<file path="src/rtl/usb_crc_serializer.sv">
// USB CRC5/CRC16 serializer: payload LSB-first, then the complemented CRC; first beat the cycle after accept,
// bit_out/bit_valid hold while bit_ready=0. Define USB_BITSTUFF_EN to insert a 0 after six consecutive 1s.
module usb_crc_serializer #(
    parameter int MAX_BITS = 64,
    parameter int LEN_W    = 7
) (
    input  logic                clk,
    input  logic                rst_b,
    input  logic                start,
    input  logic                mode,
    input  logic [LEN_W-1:0]    len,
    input  logic [MAX_BITS-1:0] data,
    output logic                ready,
    output logic                bit_out,
    output logic                bit_valid,
    input  logic                bit_ready,
    output logic                done
);

    typedef enum logic [1:0] {S_IDLE, S_PAYLOAD, S_CRC, S_DONE} state_t;

    state_t                state_q;
    logic [MAX_BITS-1:0]   data_q;
    logic                  mode_q;
    logic [LEN_W-1:0]      len_q;
    logic [LEN_W-1:0]      idx_q;
    logic [3:0]            k_q;
    logic [15:0]           crc_q;
    logic                  ready_q;
    logic                  bit_out_q;
    logic                  bit_valid_q;
    logic                  done_q;
`ifdef USB_BITSTUFF_EN
    logic                  stuff_q;
    logic [2:0]            ones_q;
    logic                  real_bit;
`endif

    logic [15:0] crc_d;
    logic        last_pay;
    logic        last_crc;
    logic        next_bit;
    logic        beat;
    logic        beat_real;

    // CRC5 lives in crc[4:0]; the upper bits are kept clear in that mode.
    function automatic logic [15:0] crc_step(input logic [15:0] c, input logic b, input logic m);
        logic        fb;
        logic [15:0] n;
        fb   = (m ? c[15] : c[4]) ^ b;
        n    = {c[14:0], fb};
        n[2] = n[2] ^ fb;
        if (m) n[15]   = n[15] ^ fb;
        else   n[15:5] = '0;
        return n;
    endfunction

    function automatic logic crc_bit(input logic [15:0] c, input logic m, input logic [4:0] k);
        logic [4:0] pos;
        pos = (m ? 5'd15 : 5'd4) - k;
        return |((c >> pos) & 16'd1);
    endfunction

    function automatic logic data_bit(input logic [MAX_BITS-1:0] d, input logic [LEN_W-1:0] i);
        return |((d >> i) & MAX_BITS'(1));
    endfunction

    always_comb begin
        beat     = bit_valid_q && bit_ready;
        crc_d    = crc_step(crc_q, bit_out_q, mode_q);
        last_pay = (idx_q == len_q - LEN_W'(1));
        last_crc = ({1'b0, k_q} == (mode_q ? 5'd15 : 5'd4));
        next_bit = 1'b0;
        if (state_q == S_PAYLOAD)
            next_bit = last_pay ? ~crc_bit(crc_d, mode_q, 5'd0) : data_bit(data_q, idx_q + LEN_W'(1));
        else
            next_bit = ~crc_bit(crc_q, mode_q, {1'b0, k_q} + 5'd1);
`ifdef USB_BITSTUFF_EN
        beat_real = beat && !stuff_q;
        real_bit  = (state_q == S_PAYLOAD) ? data_bit(data_q, idx_q)
                                           : ~crc_bit(crc_q, mode_q, {1'b0, k_q});
`else
        beat_real = beat;
`endif
    end

    always_ff @(posedge clk or negedge rst_b) begin
        if (!rst_b) begin
            state_q     <= S_IDLE;
            data_q      <= '0;
            mode_q      <= 1'b0;
            len_q       <= '0;
            idx_q       <= '0;
            k_q         <= '0;
            crc_q       <= 16'hFFFF;
            ready_q     <= 1'b1;
            bit_out_q   <= 1'b0;
            bit_valid_q <= 1'b0;
            done_q      <= 1'b0;
`ifdef USB_BITSTUFF_EN
            stuff_q     <= 1'b0;
            ones_q      <= '0;
`endif
        end else begin
            done_q <= 1'b0;
            case (state_q)
                S_IDLE: begin
                    if (start) begin
                        data_q      <= data;
                        mode_q      <= mode;
                        len_q       <= (len > LEN_W'(MAX_BITS)) ? LEN_W'(MAX_BITS) : len;
                        crc_q       <= 16'hFFFF;
                        idx_q       <= '0;
                        k_q         <= '0;
                        ready_q     <= 1'b0;
                        bit_valid_q <= 1'b1;
`ifdef USB_BITSTUFF_EN
                        stuff_q     <= 1'b0;
                        ones_q      <= '0;
`endif
                        // Empty payload: first CRC bit is ~seed MSB, i.e. 0.
                        if (len == '0) begin
                            state_q   <= S_CRC;
                            bit_out_q <= 1'b0;
                        end else begin
                            state_q   <= S_PAYLOAD;
                            bit_out_q <= data[0];
                        end
                    end
                end
                S_PAYLOAD, S_CRC: begin
                    if (beat_real) begin
                        if (state_q == S_PAYLOAD) begin
                            crc_q     <= crc_d;
                            idx_q     <= idx_q + LEN_W'(1);
                            bit_out_q <= next_bit;
                            if (last_pay) state_q <= S_CRC;
                        end else begin
                            k_q <= k_q + 4'd1;
                            if (last_crc) begin
                                state_q     <= S_DONE;
                                bit_valid_q <= 1'b0;
                                bit_out_q   <= 1'b0;
                                done_q      <= 1'b1;
                            end else begin
                                bit_out_q <= next_bit;
                            end
                        end
`ifdef USB_BITSTUFF_EN
                        ones_q <= bit_out_q ? ones_q + 3'd1 : 3'd0;
                        // Sixth 1 just went out: the position has advanced, but a 0 goes first.
                        if (bit_out_q && ones_q == 3'd5) begin
                            stuff_q     <= 1'b1;
                            bit_out_q   <= 1'b0;
                            bit_valid_q <= 1'b1;
                            done_q      <= 1'b0;
                        end
`endif
                    end
`ifdef USB_BITSTUFF_EN
                    if (beat && stuff_q) begin
                        stuff_q   <= 1'b0;
                        ones_q    <= '0;
                        bit_out_q <= real_bit;
                    end
`endif
                end
                S_DONE: begin
`ifdef USB_BITSTUFF_EN
                    if (stuff_q) begin
                        if (beat) begin
                            stuff_q     <= 1'b0;
                            ones_q      <= '0;
                            bit_valid_q <= 1'b0;
                            bit_out_q   <= 1'b0;
                            done_q      <= 1'b1;
                        end
                    end else begin
                        state_q <= S_IDLE;
                        ready_q <= 1'b1;
                    end
`else
                    state_q <= S_IDLE;
                    ready_q <= 1'b1;
`endif
                end
                default: state_q <= S_IDLE;
            endcase
        end
    end

    assign ready     = ready_q;
    assign bit_out   = bit_out_q;
    assign bit_valid = bit_valid_q;
    assign done      = done_q;

endmodule

</file>
<file path="config.mk">
export PLATFORM = sky130hd
export DESIGN_NAME = usb_crc_serializer
export DESIGN_NICKNAME = d
export VERILOG_FILES = /design/src/rtl/usb_crc_serializer.sv
export SDC_FILE = /design/constraint.sdc
export NUM_CORES = 1
export LEC_CHECK = 0
export BUFFER_PORTS_ARGS = -buffer_cell sky130_fd_sc_hd__buf_2
export CAP_MARGIN = 20
export CORE_ASPECT_RATIO = 0.9
export CORE_MARGIN = 1
export CORE_UTILIZATION = 23
export DETAILED_ROUTE_END_ITERATION = 12
export GPL_TIMING_DRIVEN = 0
export PLACE_DENSITY_LB_ADDON = 0.2
export REMOVE_ABC_BUFFERS = 1
export SLEW_MARGIN = 20
export SYNTH_ARGS = -nofsm -noshare
export SYNTH_HDL_FRONTEND = slang
export SYNTH_SLANG_ARGS = --single-unit
export TNS_END_PERCENT = 50
</file>
<file path="constraint.sdc">
create_clock -name clk -period 6.3 [get_ports clk]
set_input_delay 0.315 -clock clk [delete_from_list [all_inputs] [get_ports clk]]
set_output_delay 0.315 -clock clk [all_outputs]
set_load 0.01 [all_outputs]
</file>
==> summary.md <==
| Metric | Value |
|---|---|
| Status | `complete, but fails checks` |
| Violated checks | `DRC` |
| CTS tree | `done` |
| DRT iter0 DRCs | `125` |
| Hold WC Path Type | `in2reg` |
| Chip height | `149.0 um` |
| CTS Sinks | `105` |
| Fin area | `6559 sq um` |
| Post-placement cell count | `814` |
| RSZ-0062 raised after global routing | `no` |
| Post-route insts no fill | `831` |
| Post-CTS sizing | `0` |
| Flop pwr share | `51.2%` |
| Top cell type's share of synthesized area | `39.88%` |
| Drt total wl | `12.72 mm` |
| Critical path type | `reg2reg` |
| Core area | `23480 sq um` |
| Hold-fix buffers, CTS | `1` |
| Pint | `1043 uW` |
| Initial antenna violation count | `0` |
| Worst setup SP type | `register` |
| I/O pin total | `80` |
| Slew at the pin closest to its max-slew limit | `0.9916 ns` |
| Hold slack final | `0.1919 ns` |
| Finish-stage setup viols | `0` |
| DIE AREA | `24630 sq um` |
| Clock slew at reported path FFs | `0.07 ns` |
| R2r setup slk | `2.90 ns` |
| Ant. Diodes | `0` |
| Via count | `3792` |
| CTS Root Buffer Type | `clkbuf_16` |
| Logic pwr share | `3.3%` |
| FFs w/ async S/R, synth | `100.0%` |
| Die X | `165.3 um` |
| Final HPWL from detailed placement | `9.076 mm` |
| Final Hold Fails | `0` |
| Via/cell ratio | `4.563` |
| Crit Path Max Fanout | `17` |
| Clock Power Share | `45.6%` |
| Synth Instances | `456` |
| Ys flop type | `dfrtp_1` |
| Post-synthesis register bit count | `105` |
| Number of synthesized flops with an enable pin | `0` |
| Fin. max-slew vios | `0` |
| Count leader, synth | `dfrtp_1` |
| Setup_tns | `0 ns` |
| CTS Buf Count | `9` |
| Yosys warns | `0` |
| Drt wl/cell | `15.30 um` |
| DR pass1 iterations | `9` |
| Leak pwr | `0.003011 uW` |
| Max-cap viol count | `0` |
| # H-tree levels | `3` |
| Port Buf Inserts | `79` |
| Syn Std Cell Area | `5522 sq um` |
| Post-layout nets | `611` |
| P per Cell Area | `200.9 nW/um^2` |
| First-pass GRT wire length | `21.32 mm` |
| Crit path arrival time | `3.63 ns` |
| Sequential area share after synthesis | `47.97%` |
| Area Overhead vs Synth | `18.79%` |
| Placed instance area | `6236 sq um` |
| Row cnt | `53` |
| Overall routing resource usage | `11.10%` |
| Relative slew slack | `33.90%` |
| Synth unique cells | `57` |
| Element type at the critical path end | `register` |
| GRT overflow | `0` |
| ANT nets after route | `0` |
| Starting density of the core | `23.52%` |
| Maximum vdd drop | `0.0001423 V` |
| FMAX | `0.2940 GHz` |
| # DRC | `2` |
| Global placer's final weighted congestion | `0.7746` |
| Layout cells sized above 1 | `39.13%` |
| Largest net degree at the start of global routing | `64` |
| Util after Layout | `27.94%` |
| Top post-synthesis cells by area | `dfrtp_1, mux2_2, dfstp_2` |
| Worst-Skew Late Latency | `0.35 ns` |
| WP data required | `6.53 ns` |
| Switch Pwr | `274.9 uW` |
| Mapped Avg Cell Area | `12.11 sq um` |
| CTS Buffer Depth | `2` |
| Period Utilization, post-route | `53.99%` |
| Most common library cells after synthesis | `dfrtp_1, mux2_2, nor2_1` |
| Clk_skew | `0.004657 ns` |
| Min cycle time layout | `3.402 ns` |
| Switching share of total power | `20.86%` |
| Largest area contributor in the netlist | `dfrtp_1` |
| Vias in the first global route | `4121` |
| Post-CTS setup repair buffer count | `0` |
-- cell families (layout without fill, tap and decap cells) --
group / count (synthesis) / in the layout / share of synthesized area [%]
AO/OA/AOI/OAI: 76 / 76 / 8.928
XOR/XNOR: 21 / 21 / 3.603
adder cells (fa/ha/maj): 11 / 11 / 2.629
buffers and inverters: 37 / 110 / 3.331
flip-flops: 105 / 105 / 47.97
multiplexers: 97 / 97 / 24.02
AND/OR/NAND/NOR: 109 / 109 / 9.518
-- power groups by stage --
stage	registers (uW)	logic, uW	clock network [uW]
finish	674	43.0	601
global route	674	49.3	652
CTS	674	45.4	625
detailed placement	687	44.6	0
global placement	687	40.5	0
floorplan	687	2.31	0
-- final timing paths --
| kind | from | to | cells past startpoint |
|---|---|---|---|
| min in group asynchronous | rst_b | data_q[60] | 2 |
| hold / removal | data[31] | data_q[31] | 2 |
| hold reg to reg | ready | ready | 2 |
| max in group asynchronous | rst_b | crc_q[7] | 3 |
| setup / recovery | idx_q[0] | bit_out | 6 |
| setup reg to reg | idx_q[0] | bit_out | 6 |
-- layout by cell type (no fill, tap or decap), types with 4 or more instances in the layout --
cell       Yosys  routed
a21oi_1       25      25
buf_2          3      78
clkbuf_16      0       9
dfrtp_1       88      88
dfstp_2       17      17
ha_1          10      10
inv_1         12      12
mux2_2        69      69
mux2i_1        8       8
mux4_1         5       5
mux4_2        15      15
nand2_1       26      25
nand2b_1       8       8
nand3_1        4       4
nand4_1        4       4
nor2_1        38      38
nor3_1         8       8
o21ai_0       20      20
o22a_1         4       4
xnor2_1       11      11
xor2_1         8       8
-- state kept, by name, indices dropped and copies added (netlist names) --
| name | flops |
|---|---|
| data_q | 64 |
| idx_q | 7 |
| k_q | 4 |
| done | 1 |
| len_q | 7 |
| mode_q | 1 |
| crc_q | 16 |
| bit_out | 1 |
| ready | 1 |
| bit_valid | 1 |
| state_q | 2 |
-- final cells by class --
class	count	area, sq um
fillers	2457	16920
clock buffers	11	232.7
well taps	302	377.9
inverters	12	45.04
flip-flops and latches	105	2649
multi-input cells	314	2708
repair buffers	82	466.7
clock inverters	5	80.08
-- stage by stage --
| stage | worst slack, ns | total power (uW) |
|---|---|---|
| floorplan | 3.455 | 689.3 |
| global placement | 2.533 | 727.4 |
| detailed placement | 2.808 | 731.5 |
| CTS | 2.797 | 1344 |
| global route | 2.626 | 1375 |
| finish | 2.898 | 1318 |
-- routing by layer --
metal | part of all wire, % | global-route usage [%] | up-vias
li1 | - | - | 1792
met3 | 6.9 | 3.336 | 14
met1 | 44 | 13.76 | 1898
met2 | 48 | 18.10 | 88
met5 | 0 | 0 | -
met4 | 1.4 | 4.136 | 0
-- critical path, cell delays in order, from the launching register on --
cell and delay, ns:
dfrtp_1 0.68, ha_1 1.11, mux4_2 0.62, mux2_2 0.30, a211o_1 0.31, a21oi_1 0.17, o22ai_1 0.08
(Power assumes the default switching activity.)
